$ cat config.mk
export PLATFORM = sky130hd
export DESIGN_NAME = fetch_stage_flat
export DESIGN_NICKNAME = d
export VERILOG_FILES = /design/src/rtl/fetch_stage_if.sv /design/src/rtl/fetch_stage.sv /design/src/flat_wrapper.sv
export SDC_FILE = /design/constraint.sdc
export NUM_CORES = 1
export LEC_CHECK = 0
export ABC_AREA = 0
export BUFFER_PORTS_ARGS = -buffer_cell sky130_fd_sc_hd__buf_2
export CORE_MARGIN = 2
export CORE_UTILIZATION = 45
export CTS_CLUSTER_SIZE = 20
export DETAILED_ROUTE_END_ITERATION = 7
export PLACE_DENSITY_LB_ADDON = 0.3
export SLEW_MARGIN = 15
export SYNTH_ARGS = -nofsm -noshare
export SYNTH_HDL_FRONTEND = slang
export SYNTH_SLANG_ARGS = --single-unit
export TNS_END_PERCENT = 50
$ cat constraint.sdc
create_clock -name clk -period 2.7 [get_ports clk]
set_input_delay 0.54 -clock clk [delete_from_list [all_inputs] [get_ports clk]]
set_output_delay 0.54 -clock clk [all_outputs]
set_load 0.005 [all_outputs]
$ cat src/rtl/fetch_stage_if.sv
// IF-stage bus bundle: hazard/redirect inputs, instruction-memory port and IF/ID outputs.
// master = fetch stage, slave = the surrounding pipeline and memory.
interface fetch_stage_if #(
  parameter int WORD_LEN = 32
);
  logic                stall;
  logic                redirect_valid;
  logic [WORD_LEN-1:0] redirect_pc;
  logic [WORD_LEN-1:0] imem_addr;
  logic [WORD_LEN-1:0] imem_instr;
  logic [WORD_LEN-1:0] ifid_pc;
  logic [WORD_LEN-1:0] ifid_pc_plus4;
  logic [WORD_LEN-1:0] ifid_instr;
  logic                ifid_valid;
  logic                halted;
  logic                fetch_err;
  logic [31:0]         fetch_count;

  modport master (
    input  stall, redirect_valid, redirect_pc, imem_instr,
    output imem_addr, ifid_pc, ifid_pc_plus4, ifid_instr, ifid_valid,
           halted, fetch_err, fetch_count
  );

  modport slave (
    output stall, redirect_valid, redirect_pc, imem_instr,
    input  imem_addr, ifid_pc, ifid_pc_plus4, ifid_instr, ifid_valid,
           halted, fetch_err, fetch_count
  );
endinterface

$ cat src/rtl/fetch_stage.sv
// IF stage: owns the PC, reads async instruction memory, fills IF/ID.
// Handles boot cycle, stalls, EX redirects with flush, zero-word halt and sticky redirect errors.
module fetch_stage #(
  parameter int                  WORD_LEN       = 32,
  parameter int                  INSTR_MEM_SIZE = 1024,
  parameter logic [WORD_LEN-1:0] RESET_PC       = '0,
  parameter logic [WORD_LEN-1:0] NOP_INSTR      = WORD_LEN'(32'h00000013)
) (
  input  logic          clk,
  input  logic          nReset,
  fetch_stage_if.master bus
);

  localparam logic [WORD_LEN-1:0] MEM_SIZE_W = WORD_LEN'(INSTR_MEM_SIZE);
  localparam logic [WORD_LEN-1:0] ADDR_MASK  = MEM_SIZE_W - WORD_LEN'(1);

  typedef enum logic [1:0] {BOOT, RUN, HALT, ERR} state_t;

  state_t              r_state;
  logic [WORD_LEN-1:0] r_pc;
  logic [WORD_LEN-1:0] r_ifid_pc;
  logic [WORD_LEN-1:0] r_ifid_pc_plus4;
  logic [WORD_LEN-1:0] r_ifid_instr;
  logic                r_ifid_valid;
  logic                r_halted;
  logic                r_fetch_err;
  logic [31:0]         r_fetch_count;

  logic [WORD_LEN-1:0] w_pc_plus4;
  logic                w_redir_ok;
  logic                w_zero_word;

  // PC stays inside the memory window, so the increment wraps by masking.
  assign w_pc_plus4  = (r_pc + WORD_LEN'(4)) & ADDR_MASK;
  assign w_redir_ok  = (bus.redirect_pc[1:0] == 2'b00) && (bus.redirect_pc < MEM_SIZE_W);
  assign w_zero_word = (bus.imem_instr == '0);

  always_ff @(posedge clk) begin
    if (!nReset) begin
      r_state         <= BOOT;
      r_pc            <= RESET_PC;
      r_ifid_pc       <= '0;
      r_ifid_pc_plus4 <= '0;
      r_ifid_instr    <= NOP_INSTR;
      r_ifid_valid    <= 1'b0;
      r_halted        <= 1'b0;
      r_fetch_err     <= 1'b0;
      r_fetch_count   <= '0;
    end else begin
      case (r_state)
        BOOT: r_state <= RUN;

        RUN: begin
          if (bus.redirect_valid) begin
            r_ifid_instr <= NOP_INSTR;
            r_ifid_valid <= 1'b0;
            if (w_redir_ok) begin
              r_pc <= bus.redirect_pc;
            end else begin
              r_state     <= ERR;
              r_fetch_err <= 1'b1;
            end
          end else if (!bus.stall) begin
            if (!w_zero_word) begin
              r_ifid_pc       <= r_pc;
              r_ifid_pc_plus4 <= w_pc_plus4;
              r_ifid_instr    <= bus.imem_instr;
              r_ifid_valid    <= 1'b1;
              r_pc            <= w_pc_plus4;
              r_fetch_count   <= r_fetch_count + 32'd1;
            end else begin
              // End of program: park on the zero word until a redirect or reset.
              r_state      <= HALT;
              r_halted     <= 1'b1;
              r_ifid_instr <= NOP_INSTR;
              r_ifid_valid <= 1'b0;
            end
          end
        end

        HALT: begin
          // A redirect here means the halt was on a wrong path.
          if (bus.redirect_valid) begin
            r_halted <= 1'b0;
            if (w_redir_ok) begin
              r_pc    <= bus.redirect_pc;
              r_state <= RUN;
            end else begin
              r_state     <= ERR;
              r_fetch_err <= 1'b1;
            end
          end
        end

        default: ;
      endcase
    end
  end

  assign bus.imem_addr     = r_pc;
  assign bus.ifid_pc       = r_ifid_pc;
  assign bus.ifid_pc_plus4 = r_ifid_pc_plus4;
  assign bus.ifid_instr    = r_ifid_instr;
  assign bus.ifid_valid    = r_ifid_valid;
  assign bus.halted        = r_halted;
  assign bus.fetch_err     = r_fetch_err;
  assign bus.fetch_count   = r_fetch_count;

endmodule

$ cat src/flat_wrapper.sv
// flat-port wrapper written by rule: the top's interface ports become plain ports
module fetch_stage_flat 
#(
  parameter int                  WORD_LEN       = 32,
  parameter int                  INSTR_MEM_SIZE = 1024,
  parameter logic [WORD_LEN-1:0] RESET_PC       = '0,
  parameter logic [WORD_LEN-1:0] NOP_INSTR      = WORD_LEN'(32'h00000013)
)
  (clk, nReset, bus_stall, bus_redirect_valid, bus_redirect_pc, bus_imem_instr, bus_imem_addr, bus_ifid_pc, bus_ifid_pc_plus4, bus_ifid_instr, bus_ifid_valid, bus_halted, bus_fetch_err, bus_fetch_count);
  fetch_stage_if #(.WORD_LEN(WORD_LEN)) bus_i ();
  input  logic clk;
  input  logic nReset;
  input wire logic [$bits(bus_i.stall)-1:0] bus_stall;
  input wire logic [$bits(bus_i.redirect_valid)-1:0] bus_redirect_valid;
  input wire logic [$bits(bus_i.redirect_pc)-1:0] bus_redirect_pc;
  input wire logic [$bits(bus_i.imem_instr)-1:0] bus_imem_instr;
  output wire logic [$bits(bus_i.imem_addr)-1:0] bus_imem_addr;
  output wire logic [$bits(bus_i.ifid_pc)-1:0] bus_ifid_pc;
  output wire logic [$bits(bus_i.ifid_pc_plus4)-1:0] bus_ifid_pc_plus4;
  output wire logic [$bits(bus_i.ifid_instr)-1:0] bus_ifid_instr;
  output wire logic [$bits(bus_i.ifid_valid)-1:0] bus_ifid_valid;
  output wire logic [$bits(bus_i.halted)-1:0] bus_halted;
  output wire logic [$bits(bus_i.fetch_err)-1:0] bus_fetch_err;
  output wire logic [$bits(bus_i.fetch_count)-1:0] bus_fetch_count;
  assign bus_i.stall = bus_stall;
  assign bus_i.redirect_valid = bus_redirect_valid;
  assign bus_i.redirect_pc = bus_redirect_pc;
  assign bus_i.imem_instr = bus_imem_instr;
  assign bus_imem_addr = bus_i.imem_addr;
  assign bus_ifid_pc = bus_i.ifid_pc;
  assign bus_ifid_pc_plus4 = bus_i.ifid_pc_plus4;
  assign bus_ifid_instr = bus_i.ifid_instr;
  assign bus_ifid_valid = bus_i.ifid_valid;
  assign bus_halted = bus_i.halted;
  assign bus_fetch_err = bus_i.fetch_err;
  assign bus_fetch_count = bus_i.fetch_count;
  fetch_stage #(.WORD_LEN(WORD_LEN), .INSTR_MEM_SIZE(INSTR_MEM_SIZE), .RESET_PC(RESET_PC), .NOP_INSTR(NOP_INSTR)) u_core (.clk(clk), .nReset(nReset), .bus(bus_i));
endmodule
==> reports/results.txt <==
The run gives 15,200 um as the post-detailed-routing wire length. Along the worst path, the maximum fanout reaches 10. The total overflow left after global routing is 0. The initialized floorplan defines 41 standard-cell rows. The run gives 0 as the initial antenna violation count. In the finished design, the share of the clock period the worst path needs comes to 80.5%. The clock net in this run drives a total of 141 sinks. Synthesis handed over a netlist of 681 instances. Setup repair after global routing left no endpoint under its margin. The number of max-cap violations is 0. Counting flops with a built-in enable in the synthesized netlist gives 0. At the worst endpoint, the arrival time is 2.52 ns. The slew at the pin closest to its max-slew limit was 0.662 ns. The largest single stage delay on the critical path is 0.44 ns. Count of buffers from port buffering: 208. The clock network accounts for 43.8% of the total power.

The H-tree level count was 4; the clock period minus worst slack was 2.17 ns. The number of clock buffers added by TritonCTS is 17. The class of the most critical hold timing path was input port to flop.

The overall die width came out at 119 um. The detailed-route vias per instance was 5.12. Critical path capture point type: a flop.

Leading area contributor after synthesis: dfxtp_1. The number of resized instances in the post-cts repair step was 0. The run gives 47.7% as the sequential fraction of the synthesis area. Sorting the synthesized cells by how often they occur yields dfxtp_1, nand2_1, nor2_1. The number of hold violations in the final report was 0; the combinational cell fraction of total power was 15.7%. Share of synthesized flip-flops with an asynchronous set or reset: 0%. Overall power consumption after layout is estimated at 5610 uW. The path type of the worst setup path was flop to flop.

The most frequently used flop master after synthesis is dfxtp_1. The clock skew was 0.0180 ns; the final routed wire length divided by cell count was 14.3 um. After synthesis, the largest area contributor takes up 47.7% of total cell area. Global routing consumed, over all layers together, 21.2% of the routing resources.

The tools report the global-route wire length before repair as 24,200 um. For the tightest slew margin relative to the limit, the log shows 55.4%. The Yosys warning count is 0, and the combined area of all synthesized cells is 5920 sq um.

Sorting the synthesized cells by area gives the leading types as dfxtp_1, nand2_1, nor2_1. TritonCTS built the clock tree. The cell leakage power is 0.00344 uW, and the number of slew-limit violations in the final report is 0. The switching share of total power is 26.5%. For this run, the detailed router's first-pass iteration total came to 6. The number of synthesized register bits is 141. In this design, the largest share of critical-path delay is due to simple AND/OR/NAND/NOR gates.

Routability-driven placement finished with a final weighted congestion of 0.816. The routed layout has 5,419 vias. Setup violations remaining at the end of the flow were counted as 0. Sort of element at the start of the critical path: a flop. Hold repair after CTS inserted 0 buffers. The required time of the critical path is 3.05 ns.

The number of top-level design ports was 231. The logs give 0 for the number of buffers added for setup after CTS and 0.000420 V for the peak supply drop. Counting both buffers and inverters, the worst setup path holds a total of 0.

After the last flow step, the layout net total stands at 947. The tools report the maximum number of pins on one net before global-route repair as 66. The internal power of the cells totals 4130 uW. The most common cell in the synthesized netlist is dfxtp_1. The run gives 0.525 ns as the setup slack of the critical path after layout. CTS placed an instance of clkbuf_16 at the clock tree root. For the final HPWL from detailed placement, the log shows 10,600 um. Sequential cells burn 40.5% of the power.

The post-route netlist has 30.4% of its cells at a drive strength greater than 1. A synthesized cell averages 8.69 sq um. The clock edge transition at the registers on the reported setup and hold paths was 0.06 ns; the height of the die was 119 um. The via count of the first global-routing pass was 4,918.

Power density over cell area: 738 nW/um^2. The critical path goes through ha_1, nand2_1, nor4_4, o2111ai_2, or3_1, a21oi_1. Compared with the post-synthesis result, the final layout area differs by 28.6%.

In this run the remaining antenna-violating nets after routing total 0. The DRC marker count from the first detailed-route iteration was 287; the switching power was 1490 uW. The tools report the starting density of the core as 46.5%. Hold timing on the final database bottoms out at a slack of 0.375 ns. The slowest library cell on the worst path is dfxtp_1. The worst slack after detailed placement was 0.360 ns; the number of distinct library cells after synthesis was 56.

The floorplan step defined a core boundary enclosing 12,700 sq um. Cells fill 59.8% of the core in the end. The later pin in the worst-skew pair is clocked with a latency of 0.43 ns.

Timing would allow up to 0.460 GHz. For the final routed database, the setup TNS stands at 0 ns. The run finished with clean final reports.

The longest clock path from root to sink contains 2 buffers. The die covers 14,100 sq um. Number of remaining DRC errors: 0.
-- path summary, 6_finish.rpt --
kind	from	end	slack, ns	cells past startpoint
setup / recovery	u_core.bus.fetch_count[0]	u_core.bus.fetch_count[28]	0.53	6
setup reg to reg	u_core.bus.fetch_count[0]	u_core.bus.fetch_count[28]	0.53	6
hold / removal	bus_imem_instr[9]	u_core.bus.ifid_instr[9]	0.37	3
hold reg to reg	u_core.bus.ifid_pc[30]	u_core.bus.ifid_pc[30]	0.45	2
-- state kept, by name (all words and copies together), names as in the netlist --
name / cells
u_core.bus.fetch_count: 32
u_core.bus.ifid_valid: 1
u_core.bus.fetch_err: 1
u_core.bus.imem_addr: 32
u_core.bus.ifid_instr: 32
u_core.bus.ifid_pc_plus4: 8
u_core.bus.ifid_pc: 32
u_core.bus.halted: 1
u_core.r_state: 2
-- metal layers --
layer	GRT usage (%)	vias up	wire length (um)
li1	-	2735	-
met1	27.1	2453	6810
met2	33.5	217	6990
met3	7.09	14	1190
met4	7.22	0	186
met5	0	-	0
-- worst register-to-register path: cells and delay by family (launching register included) --
kind / cells / cell delay (ns)
simple gates: 3 / 0.98
compound gates: 2 / 0.45
fa+ha+maj: 1 / 0.22
flops: 1 / 0.44
-- final cells by class --
type                       instances  area (sq um)
antenna                            1          2.50
tap                              172           215
sequential                       141          2820
timing repair buffer             224          1190
clock inverter                    10           165
fill                            1186          5110
multi-input combinational        477          2710
inverter                          13          50.0
clock buffer                      20           457
-- kinds of logic (layout without fill, tap and decap cells) --
group / count (synthesis) / after routing / synth area share (%)
AOI/OAI and AO/OA: 148 / 148 / 16.5
adders and majority gates: 5 / 5 / 1.06
muxes: 8 / 8 / 1.44
xor gates and xnor gates: 18 / 18 / 2.66
and+or+nand+nor: 276 / 276 / 22.5
other: 1 / 23 / 0.0634
buffers and inverters: 84 / 267 / 8.06
DFF: 141 / 141 / 47.7
-- power groups by stage --
stage	clock (uW)	combinational (uW)	sequential (uW)
2_1_floorplan	0	609	2310
3_3_place_gp	0	869	2320
3_5_place_dp	0	879	2310
4_1_cts	2510	881	2270
5_1_grt	2600	976	2290
6_report	2460	881	2270
-- per-stage QoR --
step	area, sq um	std cells
floorplan	5990	702
global placement	6990	1027
detailed placement	6990	1027
CTS	7610	1057
global route	7610	1057
finish	7610	1058
-- cell usage in the layout (no fill, tap or decap), types with 3 or more instances in the layout --
| cell type | netlist | layout |
|---|---|---|
| buf_4 | 27 | 14 |
| o21a_1 | 5 | 4 |
| or3_1 | 11 | 11 |
| nor4_1 | 16 | 16 |
| nand3_1 | 14 | 14 |
| clkbuf_16 | 0 | 17 |
| o211ai_1 | 10 | 10 |
| o2111ai_1 | 4 | 4 |
| nor2_1 | 67 | 67 |
| clkinv_4 | 0 | 4 |
| a211oi_1 | 7 | 7 |
| and3_1 | 30 | 30 |
| conb_1 | 1 | 22 |
| o21ai_0 | 16 | 15 |
| nand2b_1 | 6 | 6 |
| bufinv_16 | 0 | 4 |
| mux2i_1 | 7 | 7 |
| clkinv_2 | 0 | 3 |
| buf_2 | 12 | 208 |
| xnor2_1 | 6 | 6 |
| nor3_1 | 6 | 6 |
| xor2_1 | 12 | 12 |
| and4_1 | 4 | 4 |
| dfxtp_1 | 141 | 141 |
| a22oi_1 | 31 | 31 |
| a21oi_1 | 48 | 48 |
| nand2_1 | 103 | 103 |
| inv_1 | 13 | 12 |
| ha_1 | 5 | 5 |
| nand4_1 | 7 | 7 |
| o21bai_1 | 3 | 3 |
| o22ai_1 | 5 | 5 |
(Power assumes the default switching activity.)
